File: src/rtl/dht11_reading_manager.sv
// Command front-end for a DHT11 controller: triggers a measurement, waits for the
// frame, validates its checksum and returns the requested field as a response.
module dht11_reading_manager #(
  parameter int START_HOLD     = 128,
  parameter int TIMEOUT_CYCLES = 2_000_000
) (
  input  logic        clk,
  input  logic        rst_n,
  input  logic        req_valid,
  input  logic [2:0]  req_cmd,
  output logic        req_ready,
  output logic        sensor_start,
  input  logic [39:0] sensor_data,
  input  logic        sensor_done,
  output logic        resp_valid,
  input  logic        resp_ready,
  output logic [7:0]  resp_code,
  output logic [7:0]  resp_value,
  output logic [7:0]  fault_count
);

  localparam logic [2:0] IDLE  = 3'd0;
  localparam logic [2:0] START = 3'd1;
  localparam logic [2:0] WAIT  = 3'd2;
  localparam logic [2:0] CHECK = 3'd3;
  localparam logic [2:0] RESP  = 3'd4;

  logic [2:0]  state;
  logic [2:0]  cmd;
  logic [31:0] hold_cnt;
  logic [31:0] to_cnt;
  logic [2:0]  done_sync;
  logic [39:0] frame;
  logic        done_edge;
  logic [7:0]  sum;
  logic [7:0]  fault_inc;

  // Two synchronizer flops plus one history flop for edge detection.
  assign done_edge = done_sync[1] & ~done_sync[2];

  assign req_ready    = (state == IDLE);
  assign sensor_start = (state == START);
  assign resp_valid   = (state == RESP);

  always_comb begin
    sum       = frame[39:32] + frame[31:24] + frame[23:16] + frame[15:8];
    fault_inc = (fault_count == 8'hFF) ? 8'hFF : fault_count + 8'd1;
  end

  always_ff @(posedge clk or negedge rst_n) begin
    if (!rst_n) begin
      state       <= IDLE;
      cmd         <= 3'd0;
      hold_cnt    <= 32'd0;
      to_cnt      <= 32'd0;
      done_sync   <= 3'd0;
      frame       <= 40'd0;
      resp_code   <= 8'h00;
      resp_value  <= 8'h00;
      fault_count <= 8'h00;
    end else begin
      done_sync <= {done_sync[1:0], sensor_done};
      case (state)
        IDLE: begin
          if (req_valid) begin
            cmd <= req_cmd;
            if (req_cmd > 3'd4) begin
              resp_code  <= 8'hEF;
              resp_value <= 8'h00;
              state      <= RESP;
            end else begin
              hold_cnt <= 32'd0;
              state    <= START;
            end
          end
        end
        START: begin
          if (hold_cnt == 32'(START_HOLD - 1)) begin
            to_cnt <= 32'd0;
            state  <= WAIT;
          end else begin
            hold_cnt <= hold_cnt + 32'd1;
          end
        end
        WAIT: begin
          if (done_edge) begin
            frame <= sensor_data;
            state <= CHECK;
          end else if (to_cnt == 32'(TIMEOUT_CYCLES - 1)) begin
            resp_code   <= 8'h1F;
            resp_value  <= 8'h00;
            fault_count <= fault_inc;
            state       <= RESP;
          end else begin
            to_cnt <= to_cnt + 32'd1;
          end
        end
        CHECK: begin
          state <= RESP;
          if (frame[7:0] != sum) begin
            resp_code   <= 8'h1F;
            resp_value  <= 8'h00;
            fault_count <= fault_inc;
          end else begin
            case (cmd)
              3'd1:    begin resp_code <= 8'h01; resp_value <= frame[39:32]; end
              3'd2:    begin resp_code <= 8'h02; resp_value <= frame[23:16]; end
              3'd3:    begin resp_code <= 8'h03; resp_value <= frame[31:24]; end
              3'd4:    begin resp_code <= 8'h04; resp_value <= frame[15:8];  end
              default: begin resp_code <= 8'h07; resp_value <= 8'h00;        end
            endcase
          end
        end
        RESP: begin
          if (resp_ready) state <= IDLE;
        end
        default: state <= IDLE;
      endcase
    end
  end

endmodule

File: config.mk
export PLATFORM = sky130hd
export DESIGN_NAME = dht11_reading_manager
export DESIGN_NICKNAME = d
export VERILOG_FILES = /design/src/rtl/dht11_reading_manager.sv
export SDC_FILE = /design/constraint.sdc
export NUM_CORES = 1
export LEC_CHECK = 0
export ABC_CLOCK_PERIOD_IN_PS = 3980
export CORE_MARGIN = 1.5
export CORE_UTILIZATION = 57
export DETAILED_ROUTE_END_ITERATION = 12
export PLACE_DENSITY = 0.9
export SYNTH_ARGS = -nofsm -noshare
export SYNTH_HDL_FRONTEND = slang
export SYNTH_SLANG_ARGS = --single-unit
File: constraint.sdc
create_clock -name clk -period 3.98 [get_ports clk]
set_input_delay 0.796 -clock clk [delete_from_list [all_inputs] [get_ports clk]]
set_output_delay 0.796 -clock clk [all_outputs]
set_load 0.01 [all_outputs]
==> summary.txt <==
Timing
  – Hold Violations, Final: 0
  – Minimum clock period: 3768 ps
  – Slew Viols, Final: 0
  – Slew HR: 0.3206
  – Setup Total Neg Slack: 0 ps
  – Setup skew after layout: 8.543 ps
  – Setup slack after layout: 212.0 ps
  – Ratio of final minimum period to clock period: 0.9467
  – RSZ-0062 raised after global routing: false
  – Tightest Pin Transition: 1011 ps
  – Setup-violating endpoint count in the final report: 0
  – Highest Clock Rate: 0.2654 GHz

Placement
  – Final weighted congestion in routability-driven placement: 0.8060
  – Instance area after placement: 7956 µm²
  – Post-place setup slack: 212.3 ps
  – Buffers added on ports: 74
  – Placed wire-length estimate: 11,710 µm

Synth
  – Syn. warnings: 0
  – Count of state elements after synthesis: 135
  – Post-synth ARST share: 1.000
  – Synthesized area divided by synthesized cell count: 10.03 µm²
  – Sequential share of the synthesized area: 0.4771
  – Post-synth EDFFs: 0
  – Netlist area before placement: 7081 µm²
  – Most frequently used flop master after synthesis: sky130_fd_sc_hd__dfrtp_1
  – Synth Net Count: 778
  – Cell count after synthesis: 706
  – Cell variety after synth: 47

Drt
  – Number of DRC violations after detailed-routing iteration 0: 464
  – Remaining routing DRC violations: 0
  – Routed via count divided by cell count: 6.051
  – Wire length per cell after detailed routing: 18.37 µm
  – DR pass1 iterations: 7
  – Total via count after detailed routing: 5,803
  – Post-route ant nets: 0
  – Detailed-route wire length: 17,620 µm

Worst setup path
  – Critical Path End Type: register
  – Ordered cell list for the critical path: fa_1, inv_1, fa_1, inv_1, ha_1, fa_1, xnor2_1, nand4_1, nor2_1, nand3_1, o31a_2, a21oi_1, a41oi_1
  – Worst Path Arrival: 4040 ps
  – Worst R2R Setup Slack: 210 ps
  – Data required time at the worst endpoint: 4260 ps
  – Max Fanout on Critical Path: 15
  – Startpoint-to-endpoint class of the critical path: reg -> reg
  – Family with the most delay on the worst path: adder cells
  – Largest stage delay, worst path: 560 ps
  – Worst-path cell with the longest stage delay: sky130_fd_sc_hd__fa_1
  – Worst path bufs/invs: 2
  – Cell type with the highest occurrence count on the critical path: sky130_fd_sc_hd__fa_1
  – Worst Setup Start Kind: register

Hold path
  – Path category of the worst min-delay check: reg -> reg

GRT
  – Antenna violations before repair: 0
  – Met1 Resource Use GR: 0.3343
  – Global Route Usage Sum: 0.2891
  – Busiest layer in global routing: met2
  – Global-route track usage on met2: 0.5062
  – Pin count of the biggest net entering global routing: 58
  – First-pass GRT wire length: 29,170 µm
  – Final global-route overflow total: 0
  – GR Layer Usage met3: 0.05929
  – Vias in the first global route: 6,042

Clocking
  – TritonCTS clock tree: yes
  – Maximum buffer depth of the clock tree: 2
  – Worst-path clk slew: 60 ps
  – H-tree depth reported by CTS: 4
  – CTS sink count: 135
  – Insertion delay of the later-clocked pin in the worst-skew pair: 430 ps
  – Clock Tree Root: sky130_fd_sc_hd__clkbuf_16
  – TritonCTS Buffers: 17

Flow run
  – Number of violations of the max-capacitance limit: 0

Finish
  – Proportion of layout cells with a drive suffix above 1: 0.1188
  – Final layout net count: 850
  – Diode insertion count for antenna repair: 0
  – Synthesis-to-layout area growth: 21.12%
  – Summed area of non-filler cells in the final layout: 8576 µm²
  – Core utilization of the finished layout: 0.7110

Floorplan
  – Height of the chip: 114.5 µm
  – I/O pin count: 75
  – Number of rows in the core area: 40
  – Starting utilization of the core area: 0.5870
  – Die Span X: 114.5 µm
  – Floorplan core area: 12,060 µm²
  – Die area: 13,100 µm²

Power
  – Peak ir drop on the vdd network: 0.7121 mV
  – Leakage power: 3.560 nW
  – Power density over cell area: 829.6 nW/µm²

Outcome
  – Outcome: completed
cells in the mapped netlist (2+ instances only):
cell / count / area (µm²)
sky130_fd_sc_hd__and2_1: 5 / 31.28
sky130_fd_sc_hd__o21ai_0: 46 / 230.2
sky130_fd_sc_hd__nand2_1: 56 / 210.2
sky130_fd_sc_hd__ha_1: 10 / 125.1
sky130_fd_sc_hd__buf_1: 2 / 7.510
sky130_fd_sc_hd__nand3_1: 33 / 165.2
sky130_fd_sc_hd__xor2_1: 16 / 140.1
sky130_fd_sc_hd__nor3_1: 24 / 120.1
sky130_fd_sc_hd__nand2b_1: 3 / 18.77
sky130_fd_sc_hd__nor2_1: 84 / 315.3
sky130_fd_sc_hd__clkbuf_1: 14 / 52.55
sky130_fd_sc_hd__buf_2: 7 / 35.03
sky130_fd_sc_hd__nor4_1: 12 / 75.07
sky130_fd_sc_hd__xnor2_1: 44 / 385.4
sky130_fd_sc_hd__and3_1: 9 / 56.30
sky130_fd_sc_hd__mux2_2: 46 / 518.0
sky130_fd_sc_hd__dfrtp_1: 135 / 3378
sky130_fd_sc_hd__a22o_1: 3 / 26.28
sky130_fd_sc_hd__nor3b_1: 2 / 15.01
sky130_fd_sc_hd__nand4_1: 8 / 50.05
sky130_fd_sc_hd__a21oi_1: 38 / 190.2
sky130_fd_sc_hd__o21a_1: 3 / 22.52
sky130_fd_sc_hd__nor2b_1: 3 / 18.77
sky130_fd_sc_hd__o31a_1: 2 / 17.52
sky130_fd_sc_hd__fa_1: 14 / 280.3
sky130_fd_sc_hd__a21o_1: 2 / 15.01
sky130_fd_sc_hd__nor4b_1: 3 / 26.28
sky130_fd_sc_hd__a22oi_1: 8 / 60.06
sky130_fd_sc_hd__or3_1: 18 / 112.6
sky130_fd_sc_hd__and4_1: 6 / 52.55
sky130_fd_sc_hd__a41oi_1: 4 / 35.03
sky130_fd_sc_hd__inv_1: 27 / 101.4
sky130_fd_sc_hd__buf_4: 3 / 22.52
sky130_fd_sc_hd__a31oi_1: 3 / 18.77
logic make-up after synthesis:
family                   Yosys count  synth area share
AND/OR/NAND/NOR                  272            0.1887
flip-flops                       135            0.4771
AO/OA/AOI/OAI                    115           0.09702
XOR/XNOR                          60           0.07422
buffers and inverters             54           0.03251
multiplexers                      46           0.07316
adder cells (fa/ha/maj)           24           0.05725
timing repair:
action | in CTS | in global routing
buffers inserted | 0 | 0
hold buffers | 0 | 0
endpoints found under the setup margin | 0 | 1
resized for setup | 0 | 1
metal layers:
| metal | vias to the layer above | share of wire |
|---|---|---|
| li1 | 2609 | - |
| met1 | 2891 | 0.38 |
| met2 | 247 | 0.52 |
| met3 | 56 | 0.064 |
| met4 | 0 | 0.033 |
| met5 | - | 0 |
per-stage QoR:
stage                     total power [mW]  cells  hold slack [ps]
after global routing                 7.586    959            365.0
after detailed placement             5.358    927            348.5
after global placement               5.083    927            345.6
after floorplan                      4.489    706            331.2
after CTS                            7.054    959            357.3
final                                7.114    959            355.4
registers in the layout, summed over array words and instances, names as in the netlist:
register,cells
cmd,3
to_cnt,32
state,3
resp_code,6
hold_cnt,32
fault_count,8
done_sync,3
frame,40
resp_value,8
power by group:
part           switching [mW]  internal [mW]
clock                   0.630           1.00
sequential              0.421           1.68
combinational            1.82           1.56
total                    2.87           4.24
placed cells by master, fill, tap and decap left out, types with 17 or more instances in the layout:
cell and instances:
sky130_fd_sc_hd__inv_1 27, sky130_fd_sc_hd__nand2_1 56, sky130_fd_sc_hd__xnor2_1 44, sky130_fd_sc_hd__clkbuf_16 17, sky130_fd_sc_hd__dfrtp_1 135, sky130_fd_sc_hd__o21ai_0 46, sky130_fd_sc_hd__or3_1 18, sky130_fd_sc_hd__a21oi_1 38
sky130_fd_sc_hd__nor3_1 23, sky130_fd_sc_hd__nand3_1 33, sky130_fd_sc_hd__nor2_1 84, sky130_fd_sc_hd__mux2_2 46, sky130_fd_sc_hd__clkdlybuf4s50_1 73
layout make-up:
cell class | count | area (µm²)
multi-input cells | 517 | 3487
fillers | 783 | 3486
flip-flops and latches | 135 | 3378
repair buffers | 80 | 783.3
clock buffers | 18 | 439.2
well taps | 168 | 210.2
clock inverters | 14 | 176.4
inverters | 27 | 101.3
worst paths after layout:
path	start	to	depth (start not counted)
worst max register to register	frame[9]$_DFFE_PN0P_	fault_count[5]$_DFFE_PN0P_	13
min in group asynchronous	rst_n	hold_cnt[18]$_DFFE_PN0P_	1
worst min-delay path	done_sync[0]$_DFF_PN0_	done_sync[1]$_DFF_PN0_	0
worst max-delay path	frame[9]$_DFFE_PN0P_	fault_count[5]$_DFFE_PN0P_	13
worst min register to register	done_sync[0]$_DFF_PN0_	done_sync[1]$_DFF_PN0_	0
max in group asynchronous	rst_n	frame[36]$_DFFE_PN0P_	2
(Power assumes the default switching activity.)
==> RTL change: new RTL, same settings <==
Register the inputs `sensor_data` and `sensor_done` before use, with the module's reset. The logic sees them one clock later. The other inputs are not delayed to match.
--- a/src/rtl/dht11_reading_manager.sv
+++ b/src/rtl/dht11_reading_manager.sv
@@ -24,6 +24,19 @@
   localparam logic [2:0] WAIT  = 3'd2;
   localparam logic [2:0] CHECK = 3'd3;
   localparam logic [2:0] RESP  = 3'd4;
+
+  logic [39:0] sensor_data_q;
+  logic sensor_done_q;
+
+  always_ff @(posedge clk or negedge rst_n) begin
+    if (!rst_n) begin
+      sensor_data_q <= '0;
+      sensor_done_q <= '0;
+    end else begin
+      sensor_data_q <= sensor_data;
+      sensor_done_q <= sensor_done;
+    end
+  end
 
   logic [2:0]  state;
   logic [2:0]  cmd;
@@ -59,7 +72,7 @@
       resp_value  <= 8'h00;
       fault_count <= 8'h00;
     end else begin
-      done_sync <= {done_sync[1:0], sensor_done};
+      done_sync <= {done_sync[1:0], sensor_done_q};
       case (state)
         IDLE: begin
           if (req_valid) begin
@@ -84,7 +97,7 @@
         end
         WAIT: begin
           if (done_edge) begin
-            frame <= sensor_data;
+            frame <= sensor_data_q;
             state <= CHECK;
           end else if (to_cnt == 32'(TIMEOUT_CYCLES - 1)) begin
             resp_code   <= 8'h1F;
Check against the original RTL: no difference found for any inputs over 10 cycles, from zero or initial values and one cycle with rst_n low; that may be too few to reach the edited logic, so the function may still have changed.
==> RTL change against the unedited design <==
Hold slack worse by 0.00093 ns. Design area rose by 16%. Count of clock-buffer cells in the layout rose by 1. Largest cell class is now flip-flops and latches. Routed wire length up 5.8%. Synthesized area increased by 21%. Sequential cell count increased by 41. Critical path depth did not move. Worst setup slack got worse by 0.065 ns. Critical endpoint is now fault_count[4]. Total power grew 14%.
==> RTL change: results <==
export IMPL_synthCells=771
export IMPL_fin_skew_ns=0.01243
export IMPL_place_area_um2=9408
export IMPL_drt_wl_total_um=18640
export IMPL_vdd_ir_drop_max_v=0.001031
export IMPL_synth_seq_area_share_pct=51.58
export IMPL_placementRows=44
export IMPL_drive_gt1_share_pct=14.44
export IMPL_dp_hpwl_um=12460
export IMPL_worstPathMaxFanout=3
export IMPL_post_drt_wl_per_cell_um=17.99
export IMPL_outcome="finished, final reports clean"
export IMPL_worstPathArrival_ns=4.15
export IMPL_synthTopCellsByCount="176 x dfrtp_1, 61 x nand2_1, 60 x nor2_1, 49 x mux2_2, 41 x a21oi_1"
export IMPL_place_congestion=0.8506
export IMPL_largestRegisters="frame (40), sensor_data_q (40)"
export IMPL_slowest_delay_ns=0.54
export IMPL_portBuffers=74
export IMPL_drt_iter0_drc=639
export IMPL_ys_types=73
export IMPL_syn_nets=843
export IMPL_synth_area_leaders="dfrtp_1 52%, mux2_2 6.5%, fa_1 3.3%"
export IMPL_fill_cells=995
export IMPL_nets=912
export IMPL_vias_per_cell=6.104
export IMPL_first_pass_iters=5
export IMPL_grt_max_degree=103
export IMPL_p_leak_nw=4.252
export IMPL_dp_cells=1002
export IMPL_grt_pass1_wl_um=31190
export IMPL_post_place_ws_ns=0.09733
export IMPL_first_global_vias=6416
export IMPL_relSlewSlack_pct=37.17
export IMPL_grt_use_total_pct=24.80
-- RTL change: report_power, final --
group | leakage (nW) | internal (mW) | total (mW) | switching (mW)
Sequential | 2.24 | 2.11 | 2.52 | 0.415
Clock | 0.263 | 0.812 | 1.54 | 0.731
Combinational | 1.75 | 1.75 | 4.02 | 2.27
Total | 4.25 | 4.67 | 8.08 | 3.41
-- RTL change: layout make-up --
cell class / instances / area (um^2) / area share (%)
clock buffers: 19 / 432.9 / 4.339
clock inverters: 12 / 101.3 / 1.016
inverters: 20 / 75.07 / 0.7524
multi-input cells: 542 / 3900 / 39.08
flip-flops and latches: 176 / 4404 / 44.14
well taps: 184 / 230.2 / 2.307
repair buffers: 83 / 834.6 / 8.364
-- RTL change: routing by layer --
layer / wire (um) / GRT usage (%)
met3: 981 / 6.162
met2: 9461 / 41.43
met1: 7723 / 31.30
met4: 469 / 9.693
met5: 0 / 0
-- RTL change: worst paths after layout --
kind,startpoint,to,slack [ns]
max,frame[9],fault_count[4],0.15
min,sensor_done_q,done_sync[0],0.35
max reg2reg,frame[9],fault_count[4],0.15
min reg2reg,sensor_done_q,done_sync[0],0.35
max in group asynchronous,rst_n,frame[28],2.57
min in group asynchronous,rst_n,to_cnt[10],0.44
-- RTL change: timing repair --
item / in CTS / in global routing
buffers inserted: 0 / 3
gates resized for setup: 0 / 2
endpoints found under the setup margin: 0 / 15
-- RTL change: cells by family after synthesis --
kind of cell | synth area share (%)
simple gates | 16.97
flops | 51.58
compound gates | 11.49
mux | 7.502
buf+inv | 2.916
xor+xnor | 4.806
fa+ha+maj | 4.747
